`src/rtl/seg7_scan_driver.sv`:
```
// Scanned multi-digit common-anode seven-segment driver with a tear-free shadow register.
// Define SEG7_LZ_BLANK_EN to blank leading zero digits (digit 0 is never blanked).
module seg7_scan_driver #(
    parameter int DIGITS = 4,
    parameter int DIV    = 50000
) (
    input  logic                  clk,
    input  logic                  clr,
    input  logic                  load,
    input  logic [4*DIGITS-1:0]   data,
    input  logic [DIGITS-1:0]     dp,
    output logic [7:0]            seg,
    output logic [DIGITS-1:0]     an,
    output logic                  pending,
    output logic                  frame
);

    localparam int PCNT_W = $clog2(DIV);
    localparam int IDX_W  = (DIGITS > 1) ? $clog2(DIGITS) : 1;
    localparam logic [PCNT_W-1:0] PCNT_MAX = PCNT_W'(DIV - 1);
    localparam logic [IDX_W-1:0]  IDX_MAX  = IDX_W'(DIGITS - 1);

    logic [PCNT_W-1:0]   pcnt_q, pcnt_d;
    logic [IDX_W-1:0]    idx_q, idx_d;
    logic [4*DIGITS-1:0] shadow_data_q, shadow_data_d;
    logic [DIGITS-1:0]   shadow_dp_q, shadow_dp_d;
    logic [4*DIGITS-1:0] disp_data_q, disp_data_d;
    logic [DIGITS-1:0]   disp_dp_q, disp_dp_d;
    logic                pending_q, pending_d;
    logic                frame_q, frame_d;
    logic [7:0]          seg_q, seg_d;
    logic [DIGITS-1:0]   an_q, an_d;

    logic                tick;
    logic                wrap;
    logic [4*DIGITS-1:0] nib_sh;
    logic [DIGITS-1:0]   dp_sh;
    logic [3:0]          cur_nib;
    logic                cur_dp;
    logic [6:0]          seg_low;

    function automatic logic [6:0] hex_decode(input logic [3:0] nib);
        logic [6:0] s;
        case (nib)
            4'h0:    s = 7'h40;
            4'h1:    s = 7'h79;
            4'h2:    s = 7'h24;
            4'h3:    s = 7'h30;
            4'h4:    s = 7'h19;
            4'h5:    s = 7'h12;
            4'h6:    s = 7'h02;
            4'h7:    s = 7'h78;
            4'h8:    s = 7'h00;
            4'h9:    s = 7'h10;
            4'hA:    s = 7'h08;
            4'hB:    s = 7'h03;
            4'hC:    s = 7'h46;
            4'hD:    s = 7'h21;
            4'hE:    s = 7'h06;
            default: s = 7'h0E;
        endcase
        return s;
    endfunction

    always_comb begin
        tick   = (pcnt_q == PCNT_MAX);
        wrap   = tick && (idx_q == IDX_MAX);
        pcnt_d = tick ? '0 : pcnt_q + 1'b1;
        if (wrap)
            idx_d = '0;
        else if (tick)
            idx_d = idx_q + 1'b1;
        else
            idx_d = idx_q;
    end

    // A load landing on the wrap tick bypasses the shadow so it is not held a whole frame.
    always_comb begin
        shadow_data_d = shadow_data_q;
        shadow_dp_d   = shadow_dp_q;
        disp_data_d   = disp_data_q;
        disp_dp_d     = disp_dp_q;
        pending_d     = pending_q;
        if (load) begin
            shadow_data_d = data;
            shadow_dp_d   = dp;
        end
        if (wrap) begin
            pending_d = 1'b0;
            if (load) begin
                disp_data_d = data;
                disp_dp_d   = dp;
            end else if (pending_q) begin
                disp_data_d = shadow_data_q;
                disp_dp_d   = shadow_dp_q;
            end
        end else if (load) begin
            pending_d = 1'b1;
        end
    end

    // nib_sh holds the current nibble and everything above it, which also serves the blanking test.
    always_comb begin
        nib_sh  = disp_data_q >> {idx_q, 2'b00};
        dp_sh   = disp_dp_q >> idx_q;
        cur_nib = nib_sh[3:0];
        cur_dp  = dp_sh[0];
`ifdef SEG7_LZ_BLANK_EN
        if ((idx_q != '0) && (nib_sh == '0))
            seg_low = 7'h7F;
        else
            seg_low = hex_decode(cur_nib);
`else
        seg_low = hex_decode(cur_nib);
`endif
        seg_d   = {~cur_dp, seg_low};
        an_d    = ~(DIGITS'(1) << idx_q);
        frame_d = wrap;
    end

    always_ff @(posedge clk or negedge clr) begin
        if (!clr) begin
            pcnt_q        <= '0;
            idx_q         <= '0;
            shadow_data_q <= '0;
            shadow_dp_q   <= '0;
            disp_data_q   <= '0;
            disp_dp_q     <= '0;
            pending_q     <= 1'b0;
            frame_q       <= 1'b0;
            seg_q         <= 8'hFF;
            an_q          <= '1;
        end else begin
            pcnt_q        <= pcnt_d;
            idx_q         <= idx_d;
            shadow_data_q <= shadow_data_d;
            shadow_dp_q   <= shadow_dp_d;
            disp_data_q   <= disp_data_d;
            disp_dp_q     <= disp_dp_d;
            pending_q     <= pending_d;
            frame_q       <= frame_d;
            seg_q         <= seg_d;
            an_q          <= an_d;
        end
    end

    assign seg     = seg_q;
    assign an      = an_q;
    assign pending = pending_q;
    assign frame   = frame_q;

endmodule

```
`config.mk`:
```
export PLATFORM = sky130hd
export DESIGN_NAME = seg7_scan_driver
export DESIGN_NICKNAME = d
export VERILOG_FILES = /design/src/rtl/seg7_scan_driver.sv
export SDC_FILE = /design/constraint.sdc
export NUM_CORES = 1
export LEC_CHECK = 0
export CORE_AREA = 5 5 92 116
export CTS_BUF_LIST = sky130_fd_sc_hd__clkbuf_2 sky130_fd_sc_hd__clkbuf_4 sky130_fd_sc_hd__clkbuf_8
export DETAILED_ROUTE_END_ITERATION = 8
export DIE_AREA = 0 0 97 121
export PLACE_DENSITY = 0.56
export SLEW_MARGIN = 40
export SYNTH_ARGS = -nofsm -noshare
export SYNTH_HDL_FRONTEND = slang
export SYNTH_SLANG_ARGS = --single-unit
```
`constraint.sdc`:
```
create_clock -name clk -period 2.5 [get_ports clk]
set_input_delay 0.5 -clock clk [delete_from_list [all_inputs] [get_ports clk]]
set_output_delay 0.5 -clock clk [all_outputs]
set_load 0.01 [all_outputs]
```
==> metrics.yaml, run 1 <==
outcome:
  outcome: "finished, final reports clean"
power:
  p_per_area_nw_per_um2: 621
  p_leak_nw: 1.74
  power_w: 0.00245
  netSwitchingFraction: 0.207
  power_frac_clock: 0.461
  p_seq_frac: 0.491
  power_frac_comb: 0.048
  p_int_w: 0.00194
  p_switching_w: 0.000506
  ir_drop_mv: 0.347
synthesis:
  synth-seq-area-share: 0.582
  yosys_warnings: 0
  synth_fp_nets: 262
  synth-seq-cells: 72
  synth_area_sq_um: 3120
  synthFlopType: "dfrtp_1"
  async_flop_share: 1.00
  synthCells: 228
  synth_edf_count: 0
  postSynthAreaPerCell_sq_um: 13.7
  synth.distinct_cells: 36
floorplanning:
  dieWidth_um: 97
  die_h_um: 121
  initial_core_util: 0.330
  io_pins: 37
  die_area_sq_um: 11700
  coreArea_sq_um: 9460
  fp-row-count: 40
worst_setup_path:
  worstPathArrival_ns: 2.59
  cp.required_ns: 2.71
  critPathMaxFanout: 20
  crit_type: "reg2reg"
  cp-end-kind: "flop"
  cp-start-kind: "flop"
route:
  dr.pass1.iters: 4
  drc: 0
  wl_per_cell_um: 13.7
  viasPerCell: 4.56
  antenna_left: 0
  via_count: 1854
  drt_iter0_drc: 47
  drt_wl_total_um: 5590
placement:
  io_buffers: 36
  pre_cts_ws_ns: 0.135
  dpl.hpwl_um: 3970
  gp_congestion: 0.780
  numPlacedInstances: 391
clocking:
  tritoncts: "yes"
  htreeDepth: 3
  postCtsSetupBuffers: 0
  cts_inserted_buffers: 9
  clkSinkCount: 72
  clockBufferDepth: 2
  clk_pin_slew_worst_paths_ns: 0.08
  postCtsHoldBufs: 0
  cts_resized: 0
  root_buffer: "clkbuf_8"
  clkLatencyLatePin_ns: 0.34
finish:
  instances_no_fill: 407
  fin_nets: 310
  final_common_cell: "dfrtp_1"
  post-route-util: 0.417
  synthToLayoutAreaGrowth_pct: 26.4
  layout-drive-gt1-share: 0.235
  antenna_cells: 0
  layout_common_cells: "60 x dfrtp_1, 35 x clkdlybuf4s50_1, 22 x mux2_2"
sta:
  worst_pin_slew_ns: 0.419
  fmax_mhz: 421
  setup_viol: 0
  slew_headroom: 0.721
  min_period_over_period: 0.950
  timing.setup.tns_ns: 0
  finalMaxSlewViolations: 0
  fin_crit_ns: 2.37
  rsz0062_at_grt: "no"
  finalHoldViolCount: 0
  fin_ws_ns: 0.125
  fin_skew_ns: 0.0159
global_route:
  antenna_found_initial: 0
  grt_pass1_vias: 2043
  grt-ovfl-total: 0
  grt_max_degree: 36
  grt_util_all_layers: 0.105
  grt_first_pass_wirelength_um: 9770
min_path:
  hold_path.class: "in2async"
flow_run:
  max_cap_violations: 0
==> worst max-delay path, cell delays in order, from the launching register on <==
cell and delay (ns):
dfrtp_1 0.40, or4b_1 0.58, nor4_4 0.40, nor3b_2 0.31
buf_12 0.20, mux2_1 0.34
==> cell usage after synthesis (4+ instances only) <==
| master | count | area share |
|---|---|---|
| and2_1 | 4 | 0.0080 |
| clkbuf_1 | 5 | 0.0060 |
| dfrtp_1 | 60 | 0.48 |
| dfstp_2 | 12 | 0.10 |
| ha_1 | 11 | 0.044 |
| inv_1 | 13 | 0.016 |
| mux2_1 | 20 | 0.072 |
| mux2_2 | 22 | 0.079 |
| mux4_2 | 5 | 0.036 |
| nand2_1 | 9 | 0.011 |
| nand3_1 | 6 | 0.0096 |
| nor2_1 | 12 | 0.014 |
| xor2_1 | 9 | 0.025 |
==> worst paths after layout <==
kind | from | to | slack [ns] | cells after the start
max | pcnt_q[4] | disp_data_q[14] | 0.13 | 5
min | clr | shadow_data_q[13] | 0.08 | 1
max reg2reg | pcnt_q[4] | disp_data_q[14] | 0.13 | 5
min reg2reg | pcnt_q[0] | pcnt_q[0] | 0.45 | 1
max in group asynchronous | clr | disp_data_q[15] | 1.78 | 2
min in group clk | pcnt_q[0] | pcnt_q[0] | 0.45 | 1
==> metal layers <==
layer	GRT usage	vias up	wire length, um
li1	-	883	-
met1	0.118	933	2410
met2	0.184	31	2910
met3	0.0259	7	186
met4	0.0527	0	80
met5	0	-	0
==> state kept, by name (all words and copies together) (netlist names), 2 cells and up <==
| register | flops |
|---|---|
| shadow_data_q | 16 |
| disp_dp_q | 4 |
| shadow_dp_q | 4 |
| pcnt_q | 16 |
| idx_q | 2 |
| seg | 8 |
| an | 4 |
| disp_data_q | 16 |
==> power by group through the flow <==
stage | registers, W | logic (W) | clock network (W)
final | 0.00120 | 0.000118 | 0.00113
after global routing | 0.00121 | 0.000132 | 0.00121
after CTS | 0.00120 | 0.000123 | 0.00117
after detailed placement | 0.00123 | 0.000123 | 0
after global placement | 0.00122 | 0.000122 | 0
after floorplan | 0.00122 | 0.0000445 | 0
==> cells by family after synthesis <==
group / synth area share
buffers and inverters: 0.0265
DFF: 0.582
adders and majority gates: 0.0441
xor gates and xnor gates: 0.0337
and+or+nand+nor: 0.0918
AOI/OAI and AO/OA: 0.0313
muxes: 0.191
==> per-stage QoR <==
step / hold WS (ns) / cell area (sq um)
2_1_floorplan: 0.204 / 3120
3_3_place_gp: 0.436 / 3700
3_5_place_dp: 0.449 / 3700
4_1_cts: 0.0787 / 3950
5_1_grt: 0.103 / 3950
6_report: 0.0800 / 3950
==> cell type report <==
type	instances	area [sq um]
multi-input cells	136	1220
clock buffers	10	131
clock inverters	6	116
flip-flops and latches	72	1820
repair buffers	44	453
well taps	126	158
inverters	13	48.8
fillers	860	5510
Note: power is estimated with default switching activity, not from simulation.
==> inputs of run 2 (changes only) <==
Settings changed: ABC_CLOCK_PERIOD_IN_PS set to 2800.
Clock period 2.5 ns to 2.8 ns, I/O delays scaled along.
==> metrics.yaml, run 2 (same netlist as run 1, synthesis figures left out) <==
floorplanning:
  initial_core_util: 0.330
  io_pins: 37
  coreArea_sq_um: 9460
  die_area_sq_um: 11700
  die_h_um: 121
  dieWidth_um: 97
  fp-row-count: 40
sta:
  fmax_mhz: 441
  slew_headroom: 0.705
  finalHoldViolCount: 0
  min_period_over_period: 0.810
  worst_pin_slew_ns: 0.443
  fin_ws_ns: 0.532
  timing.setup.tns_ns: 0
  fin_crit_ns: 2.27
  fin_skew_ns: 0.00969
  finalMaxSlewViolations: 0
  setup_viol: 0
  rsz0062_at_grt: "no"
outcome:
  outcome: "finished, final reports clean"
global_route:
  grt-ovfl-total: 0
  grt_util_all_layers: 0.103
  antenna_found_initial: 0
  grt_pass1_vias: 2023
  grt_first_pass_wirelength_um: 9430
  grt_max_degree: 29
worst_setup_path:
  critPathBufInv: 1
  critPathMaxFanout: 20
  crit_type: "reg2reg"
  cp.depth: 5
  crit_chain: "or4b_1 > nor4_4 > nor3b_2 > buf_4 > mux2_1"
  cp.required_ns: 3.02
  reg2reg_to: "disp_dp_q[2]"
  critPathSlowestCell: "or4b_1"
  cpLargestDelayFamily: "simple AND/OR/NAND/NOR gates"
  rr_startpoint: "pcnt_q[4]"
  cp-start-kind: "flop"
  regToRegSetupSlack_ns: 0.53
  worstPathArrival_ns: 2.48
  max_stage_delay_ns: 0.58
  r2r_cells: 5
  cp-end-kind: "flop"
clocking:
  clkLatencyLatePin_ns: 0.34
  clkSinkCount: 72
  cts_resized: 0
  clk_pin_slew_worst_paths_ns: 0.08
  htreeDepth: 3
  tritoncts: "yes"
  postCtsSetupBuffers: 0
  cts_inserted_buffers: 9
  clockBufferDepth: 2
  postCtsHoldBufs: 0
  root_buffer: "clkbuf_8"
placement:
  gp_congestion: 0.791
  pre_cts_ws_ns: 0.527
  numPlacedInstances: 388
  dpl.hpwl_um: 3880
  io_buffers: 36
route:
  drt_iter0_drc: 55
  dr.pass1.iters: 4
  via_count: 1865
  drc: 0
  antenna_left: 0
  drt_wl_total_um: 5530
  viasPerCell: 4.62
  wl_per_cell_um: 13.7
power:
  p_leak_nw: 1.72
  ir_drop_mv: 0.273
  p_per_area_nw_per_um2: 561
finish:
  layout-drive-gt1-share: 0.227
  largest_registers: "disp_data_q x16, pcnt_q x16, shadow_data_q x16"
  fin_nets: 307
  instances_no_fill: 404
  post-route-util: 0.412
  synthToLayoutAreaGrowth_pct: 24.7
  final_common_cell: "dfrtp_1"
  layout_common_cells: "60 x dfrtp_1, 35 x clkdlybuf4s50_1, 22 x mux2_2"
  antenna_cells: 0
min_path:
  hold_path.class: "in2async"
flow_run:
  max_cap_violations: 0
run 2: per-layer routing:
| metal | global-route usage | part of all wire | up-vias |
|---|---|---|---|
| met4 | 0.0544 | 0.023 | 0 |
| met5 | 0 | 0 | - |
| met3 | 0.0345 | 0.041 | 11 |
| li1 | - | - | 882 |
| met2 | 0.180 | 0.51 | 33 |
| met1 | 0.108 | 0.43 | 939 |
run 2: worst max-delay path by stage:
| stage | startpoint | to | slack (ns) |
|---|---|---|---|
| 3_3_place_gp | pcnt_q[4] | disp_data_q[9] | 0.57 |
| 2_1_floorplan | pcnt_q[4] | disp_data_q[0] | 0.71 |
| 3_5_place_dp | pcnt_q[4] | disp_dp_q[2] | 0.53 |
| 6_report | pcnt_q[4] | disp_dp_q[2] | 0.53 |
| 4_1_cts | pcnt_q[4] | disp_dp_q[2] | 0.50 |
| 5_1_grt | pcnt_q[4] | disp_data_q[10] | 0.41 |
run 2: metrics by stage:
stage          total power [W]  cell area, sq um  hold slack (ns)
2_1_floorplan          0.00113              3120            0.264
3_3_place_gp           0.00120              3640            0.435
3_5_place_dp           0.00120              3640            0.450
4_1_cts                0.00223              3890            0.140
5_1_grt                0.00229              3890            0.164
6_report               0.00218              3890            0.149
run 2: layout make-up:
class,count,area [sq um]
Fill cell,876,5570
Clock buffer,11,151
Sequential cell,72,1820
Clock inverter,5,103
Tap cell,126,158
Timing Repair Buffer,41,393
Inverter,13,48.8
Multi-Input combinational cell,136,1220
run 2: worst register-to-register path: stages (launching register included):
cell,delay (ns)
dfrtp_1,0.40
or4b_1,0.58
nor4_4,0.28
nor3b_2,0.21
buf_4,0.30
mux2_1,0.37
run 2: power by group:
group | internal, W | switching [W]
logic | 0.0000549 | 0.0000451
clock network | 0.000639 | 0.000371
registers | 0.00107 | 0.00000619
